==> src/rtl/sig_pkg.sv <==
// Shared sigmoid-path constants: default widths agreed with the sigmoid ROM
// and the default requester count of one MLP layer.
package sig_pkg;

  localparam int SIG_IN_WIDTH   = 10;
  localparam int SIG_DATA_WIDTH = 16;
  localparam int SIG_N_REQ      = 4;
  localparam int SIG_ROM_LAT    = 2;
  localparam int SIG_IDX_W      = $clog2(SIG_N_REQ);

  // Lookup tag at the default requester count; the top re-declares it at its
  // own width so non-default N_REQ still works.
  typedef struct packed {
    logic                 valid;
    logic [SIG_IDX_W-1:0] idx;
  } sig_tag_t;

endpackage

==> src/rtl/rr_select.sv <==
// Combinational rotate-priority picker: first set bit of 'eligible' searching
// upward from 'ptr' with wrap-around.
module rr_select #(
  parameter int N     = 4,
  parameter int IDX_W = $clog2(N)
) (
  input  logic [N-1:0]     eligible,
  input  logic [IDX_W-1:0] ptr,
  output logic             any,
  output logic [N-1:0]     gnt_oh,
  output logic [IDX_W-1:0] idx
);

  // NOTE: every output of an always_comb gets a default first, so no path
  // leaves it unassigned and no latch is inferred.
  always_comb begin
    any    = 1'b0;
    idx    = '0;
    gnt_oh = '0;
    // Walk from the farthest offset back to ptr so the nearest hit wins.
    for (int i = N - 1; i >= 0; i--) begin
      int cand;
      cand = int'(ptr) + i;
      if (cand >= N) cand = cand - N;
      if (eligible[cand]) begin
        any = 1'b1;
        idx = IDX_W'(cand);
      end
    end
    if (any) gnt_oh[idx] = 1'b1;
  end

endmodule

==> src/rtl/sig_rom_arbiter.sv <==
// Round-robin sharing of one sigmoid ROM among N_REQ neurons: one grant per
// cycle, tags follow each lookup through the ROM latency back to its owner.
module sig_rom_arbiter
  import sig_pkg::*;
#(
  parameter int N_REQ      = SIG_N_REQ,
  parameter int IN_WIDTH   = SIG_IN_WIDTH,
  parameter int DATA_WIDTH = SIG_DATA_WIDTH,
  parameter int ROM_LAT    = SIG_ROM_LAT
) (
  input  logic                      clk,
  input  logic                      rst_n,
  input  logic [N_REQ-1:0]          req,
  input  logic [N_REQ*IN_WIDTH-1:0] x_in,
  output logic [N_REQ-1:0]          gnt,
  output logic [IN_WIDTH-1:0]       rom_x,
  input  logic [DATA_WIDTH-1:0]     rom_out,
  output logic [N_REQ-1:0]          rsp_valid,
  output logic [DATA_WIDTH-1:0]     rsp_data,
  output logic                      busy
);

  localparam int IDX_W = $clog2(N_REQ);

  typedef struct packed {
    logic             valid;
    logic [IDX_W-1:0] idx;
  } tag_t;

  logic [IDX_W-1:0]    ptr;
  logic [N_REQ-1:0]    pending;
  logic [N_REQ-1:0]    pending_nxt;
  logic [N_REQ-1:0]    eligible;
  logic                sel_any;
  logic [N_REQ-1:0]    sel_oh;
  logic [IDX_W-1:0]    sel_idx;
  logic [IDX_W-1:0]    ptr_nxt;
  logic [IN_WIDTH-1:0] x_sel;
  logic [N_REQ-1:0]    rsp_oh;

  // issue_tag travels alongside rom_x; tag_pipe then mirrors the ROM's
  // internal latency so its last stage lines up with rom_out.
  tag_t issue_tag;
  tag_t tag_pipe [ROM_LAT];
  tag_t tag_last;

  assign eligible = req & ~pending;
  assign tag_last = tag_pipe[ROM_LAT-1];

  rr_select #(
    .N     (N_REQ),
    .IDX_W (IDX_W)
  ) u_rr_select (
    .eligible (eligible),
    .ptr      (ptr),
    .any      (sel_any),
    .gnt_oh   (sel_oh),
    .idx      (sel_idx)
  );

  assign x_sel   = x_in[int'(sel_idx)*IN_WIDTH +: IN_WIDTH];
  assign ptr_nxt = (sel_idx == IDX_W'(N_REQ - 1)) ? '0 : sel_idx + 1'b1;

  // Release and new grant never hit the same index in one cycle: a granted
  // index must be non-pending, a released one is pending.
  always_comb begin
    pending_nxt = pending;
    rsp_oh      = '0;
    if (tag_last.valid) begin
      pending_nxt[tag_last.idx] = 1'b0;
      rsp_oh[tag_last.idx]      = 1'b1;
    end
    if (sel_any) pending_nxt[sel_idx] = 1'b1;
  end

  // NOTE: sequential state uses non-blocking assignments so every register
  // samples pre-edge values regardless of statement order.
  always_ff @(posedge clk or negedge rst_n) begin
    if (!rst_n) begin
      ptr       <= '0;
      pending   <= '0;
      gnt       <= '0;
      rom_x     <= '0;
      rsp_valid <= '0;
      rsp_data  <= '0;
      busy      <= 1'b0;
      issue_tag <= '0;
      // NOTE: the tag pipe is a handful of flops, not a RAM, so it is reset
      // element by element; this is what drops in-flight lookups on reset.
      for (int i = 0; i < ROM_LAT; i++) tag_pipe[i] <= '0;
    end else begin
      gnt       <= sel_oh;
      pending   <= pending_nxt;
      busy      <= |pending_nxt;
      rsp_valid <= rsp_oh;
      issue_tag <= '{valid: sel_any, idx: sel_idx};
      tag_pipe[0] <= issue_tag;
      for (int i = 1; i < ROM_LAT; i++) tag_pipe[i] <= tag_pipe[i-1];
      if (sel_any) begin
        rom_x <= x_sel;
        ptr   <= ptr_nxt;
      end
      if (tag_last.valid) rsp_data <= rom_out;
    end
  end

endmodule

==> config.mk <==
export PLATFORM = sky130hd
export DESIGN_NAME = sig_rom_arbiter
export DESIGN_NICKNAME = d
export VERILOG_FILES = /design/src/rtl/sig_pkg.sv /design/src/rtl/rr_select.sv /design/src/rtl/sig_rom_arbiter.sv
export SDC_FILE = /design/constraint.sdc
export NUM_CORES = 1
export LEC_CHECK = 0
export ABC_AREA = 1
export CAP_MARGIN = 10
export CORE_MARGIN = 5
export CORE_UTILIZATION = 37
export CTS_BUF_LIST = sky130_fd_sc_hd__clkbuf_4
export CTS_CLUSTER_DIAMETER = 200
export CTS_CLUSTER_SIZE = 30
export DETAILED_ROUTE_END_ITERATION = 10
export HOLD_SLACK_MARGIN = 0.1
export PLACE_DENSITY = 0.71
export SKIP_CTS_REPAIR_TIMING = 1
export SLEW_MARGIN = 10
export SYNTH_ARGS = -nofsm -noshare
export SYNTH_HDL_FRONTEND = slang
export SYNTH_SLANG_ARGS = --single-unit
==> constraint.sdc <==
create_clock -name clk -period 1.9 [get_ports clk]
set_input_delay 0.38 -clock clk [delete_from_list [all_inputs] [get_ports clk]]
set_output_delay 0.38 -clock clk [all_outputs]
set_load 0.02 [all_outputs]
==> Flow_metrics.wiki <==
{| class="wikitable"
! Metric !! Value
|-
| Setup repair after global routing missed its margin || yes
|-
| Total detailed-routing wirelength || approximately 6400 µm
|-
| Vias in the first global route || ~2300
|-
| Required @ worst endpoint || 2.14 ns
|-
| Largest clock skew in the final design || ~0.011 ns
|-
| Layout overhead on the synthesized area || 59.76%
|-
| Leading post-synthesis cells by cell area || sky130_fd_sc_hd__dfrtp_1 53%, sky130_fd_sc_hd__nand2_1 25%, sky130_fd_sc_hd__nand3_1 6.8%
|-
| Detailed-router iteration count before antenna repair || 4
|-
| Leakage || around 1.9 nW
|-
| Count of boundary I/O pins || a little under 100
|-
| GR Util All Layers || 14.95%
|-
| Sequence of cells on the critical path || inv_4 > nand3_2 > nand2_2 > nand2_2 > nand2_2 > nand3_2 > nand3_4 > buf_4 > nand2_2 > nand2_1 > o21ai_0 > nor2_1 > nand2_1
|-
| Cell Count, Final, Fillers Out || ~500
|-
| Detail-routed via count per cell || roughly 4.7
|-
| Internal Dissipation || approximately 1.3 mW
|-
| Maxcap violations || 0
|-
| Final critical delay including setup and external delays || 1.823 ns
|-
| Die extent in y || 90.07 µm
|-
| Switch Pwr || approximately 0.35 mW
|-
| Floorplan core area || around 6300 µm²
|-
| Die area || 8113 µm²
|-
| Maximum buffer depth of the clock tree || 2
|-
| Post-synthesis instance total || roughly 310
|-
| Dominant cell type by area after synthesis || sky130_fd_sc_hd__dfrtp_1
|-
| Area share of the largest cell type after synthesis || a little over half
|-
| Sequential cell area fraction in the yosys report || 52.74%
|-
| Final-report max-slew violation count || 0
|-
| Final Hold Viols || 0
|-
| CTS Root Buffer Type || sky130_fd_sc_hd__clkbuf_4
|-
| Multi-input logic area || 1054 µm²
|-
| Worst hold slack || 0.1131 ns
|-
| Synthesized flop and latch total || 50
|-
| Number of H-tree levels || 2
|-
| Remaining Overflow, GRT || 0
|-
| Area of the mapped netlist || between 2000 and 2500 µm²
|-
| Gate power share || around 11%
|-
| Iter 0 DRT Violations || 61
|-
| Routability congestion estimate from global placement || 0.8446
|-
| Total buffers and inverters traversed by the critical path || 2
|-
| Hpwl dp || approximately 4600 µm
|-
| Post-synthesis average cell area || ~7.6 µm²
|-
| Outcome || completed
|-
| Post-layout nets || between 400 and 500
|-
| TritonCTS clock tree || built
|-
| Pwr Density || 441.1 nW/µm²
|-
| Maximum frequency from static timing analysis || approximately 550 MHz
|-
| Count of standard-cell rows || 29
|-
| Number of distinct library cell variants in the gate-level netlist after synthesis || 18
|-
| Crit Path Category || reg2reg
|-
| Final ANT Viol Nets || 0
|-
| Post-route cell area || between 3000 and 4000 µm²
|-
| Slew at the pin with the worst max-slew slack || between 0.6 and 0.7 ns
|-
| Count of buffers from port buffering || 96
|-
| Number of antenna violations at the first check in global routing || 0
|-
| Switching Share || about a fifth
|-
| Slowest-stage cell, CP || sky130_fd_sc_hd__dfrtp_2
|-
| Share of post-route cells with drive strength above 1 || between 15 and 20%
|-
| Storage cell area || ~1300 µm²
|-
| First-pass GRT wire length || ~10000 µm
|-
| Instance area at placement || around 3500 µm²
|-
| Maximum number of pins on one net before global-route repair || 51
|-
| Crit path capture type || flop
|-
| Post-Route Setup TNS || 0 ns
|-
| Worst hold-check path type || in2async
|-
| Filler Cell Count || 555
|-
| Inserted Diodes || 0
|-
| Top delay family on crit path || simple AND/OR/NAND/NOR gates
|-
| Biggest cell delay along the critical path || 0.51 ns
|-
| CTS sink cnt || 50
|-
| Cell Count Post-Placement || 488
|-
| Horizontal die dimension || between 90 and 100 µm
|-
| Cell mode on critical path || sky130_fd_sc_hd__nand2_2
|-
| Max_slew headroom || 58.73%
|-
| Initial cell density of the core || a little under two fifths
|-
| Largest voltage drop on the vdd net || around 0.28 mV
|-
| Maximum fanout count along the critical path || 7
|-
| Clock power share || between 20% and 30%
|-
| Number of buffers created by CTS || 5
|-
| Overall Power || around 1.7 mW
|-
| Total of endpoints with negative setup slack in the final report || 0
|-
| DR vias || about 2400
|-
| Mean routed wirelength per cell || 12.69 µm
|-
| Clock Latency Late Sink || about 0.35 ns
|-
| Synth warnings || 0
|-
| Synthesized Nets || between 300 and 400
|-
| Clock transition at the registers of the reported paths || about 0.13 ns
|-
| Proportion of power drawn by flip-flops and latches || a little under two thirds
|-
| Post-route DRC violation count || 0
|-
| Arrival time of data at the critical path endpoint || 2.06 ns
|-
| Startpoint kind of the worst setup timing path || flop
|-
| Post-route clock period utilization || ~96%
|}
## worst paths after layout
kind	cells past startpoint	end	slack [ns]	start
worst max-delay path	13	busy	0.08	ptr[0]
worst min-delay path	2	rom_x[1]	0.11	rst_n
worst max register to register	13	busy	0.08	ptr[0]
worst min register to register	0	tag_last[0]	0.36	tag_pipe[3]
max in group asynchronous	2	ptr[0]	1.34	rst_n
min in group clk	0	tag_last[0]	0.36	tag_pipe[3]
## per-stage QoR
step | worst slack [ns] | util (%)
2_1_floorplan | 0.2618 | -
3_3_place_gp | -0.2477 | 55.67
3_5_place_dp | -0.2847 | 55.67
4_1_cts | 0.02571 | 56.33
5_1_grt | -0.05830 | 60.37
6_report | 0.07662 | 60.37
## power by group through the flow
| stage | logic, mW | clock network [mW] | registers [mW] |
|---|---|---|---|
| finish | 0.186 | 0.422 | 1.06 |
| global route | 0.204 | 0.488 | 1.06 |
| CTS | 0.185 | 0.449 | 1.06 |
| detailed placement | 0.185 | 0 | 1.08 |
| global placement | 0.183 | 0 | 1.08 |
| floorplan | 0.0325 | 0 | 1.08 |
## final cells by class
| class | instances | area share, % |
|---|---|---|
| clock buffer | 5 | 0.9904 |
| sequential | 50 | 33.08 |
| timing repair buffer | 121 | 32.39 |
| inverter | 30 | 3.103 |
| multi-input combinational | 218 | 27.80 |
| clock inverter | 1 | 0.09904 |
| tap | 77 | 2.542 |
## worst reg2reg max path, cell delays in order, from the launching register on
cell and delay, ns:
sky130_fd_sc_hd__dfrtp_2 0.51, sky130_fd_sc_hd__inv_4 0.11, sky130_fd_sc_hd__nand3_2 0.08, sky130_fd_sc_hd__nand2_2 0.09, sky130_fd_sc_hd__nand2_2 0.07, sky130_fd_sc_hd__nand2_2 0.09, sky130_fd_sc_hd__nand3_2 0.09, sky130_fd_sc_hd__nand3_4 0.11
sky130_fd_sc_hd__buf_4 0.13, sky130_fd_sc_hd__nand2_2 0.07, sky130_fd_sc_hd__nand2_1 0.09, sky130_fd_sc_hd__o21ai_0 0.11, sky130_fd_sc_hd__nor2_1 0.12, sky130_fd_sc_hd__nand2_1 0.06
## flip-flops by register name (all words and copies together), names as in the netlist
name       cells
tag_pipe       3
pending        4
gnt            4
rsp_data      16
busy           1
rsp_valid      4
issue_tag      3
rom_x         10
tag_last       3
ptr            2
## cells in the mapped netlist
library cell and instances:
sky130_fd_sc_hd__inv_2 3, sky130_fd_sc_hd__nor3_1 2, sky130_fd_sc_hd__nand3b_1 10, sky130_fd_sc_hd__inv_1 26, sky130_fd_sc_hd__buf_4 2, sky130_fd_sc_hd__o21ai_1 1
sky130_fd_sc_hd__xnor2_1 1, sky130_fd_sc_hd__nand2_1 157, sky130_fd_sc_hd__nor2_1 9, sky130_fd_sc_hd__nand3_1 32, sky130_fd_sc_hd__buf_6 3, sky130_fd_sc_hd__nand2_4 1
sky130_fd_sc_hd__buf_2 6, sky130_fd_sc_hd__nand3_2 1, sky130_fd_sc_hd__o21ai_0 3, sky130_fd_sc_hd__dfrtp_1 50, sky130_fd_sc_hd__clkbuf_1 3, sky130_fd_sc_hd__clkinv_1 1
## layout by cell type, fill, tap and decap left out
master                            count
sky130_fd_sc_hd__nand2_1            136
sky130_fd_sc_hd__clkdlybuf4s50_1     95
sky130_fd_sc_hd__dfrtp_1             48
sky130_fd_sc_hd__nand3_1             27
sky130_fd_sc_hd__inv_1               25
sky130_fd_sc_hd__nand2_2             19
sky130_fd_sc_hd__buf_4               18
sky130_fd_sc_hd__nand3b_1            10
sky130_fd_sc_hd__nor2_1               7
sky130_fd_sc_hd__clkbuf_4             5
sky130_fd_sc_hd__nand3_2              4
sky130_fd_sc_hd__nand2_4              3
sky130_fd_sc_hd__buf_12               3
sky130_fd_sc_hd__inv_4                2
sky130_fd_sc_hd__inv_2                2
sky130_fd_sc_hd__nor2_2               2
sky130_fd_sc_hd__nand3_4              2
sky130_fd_sc_hd__clkinv_1             2
sky130_fd_sc_hd__nor3_1               2
sky130_fd_sc_hd__o21ai_1              2
sky130_fd_sc_hd__o21ai_0              2
sky130_fd_sc_hd__clkbuf_16            2
sky130_fd_sc_hd__dfrtp_2              2
sky130_fd_sc_hd__xnor2_2              1
sky130_fd_sc_hd__nand2_8              1
sky130_fd_sc_hd__buf_2                1
sky130_fd_sc_hd__buf_8                1
sky130_fd_sc_hd__buf_6                1
## per-layer routing
layer	share of wire [%]	global-route usage, %
met3	10	7.095
met2	46	22.68
met4	1.7	4.467
met5	0	0
met1	42	18.95
## kinds of logic after synthesis
logic type,Yosys count,share of synthesized area [%]
AO/OA/AOI/OAI,4,0.8435
XOR/XNOR,1,0.3693
buffers and inverters,44,8.544
flip-flops,50,52.74
AND/OR/NAND/NOR,212,37.50
(Power assumes the default switching activity.)
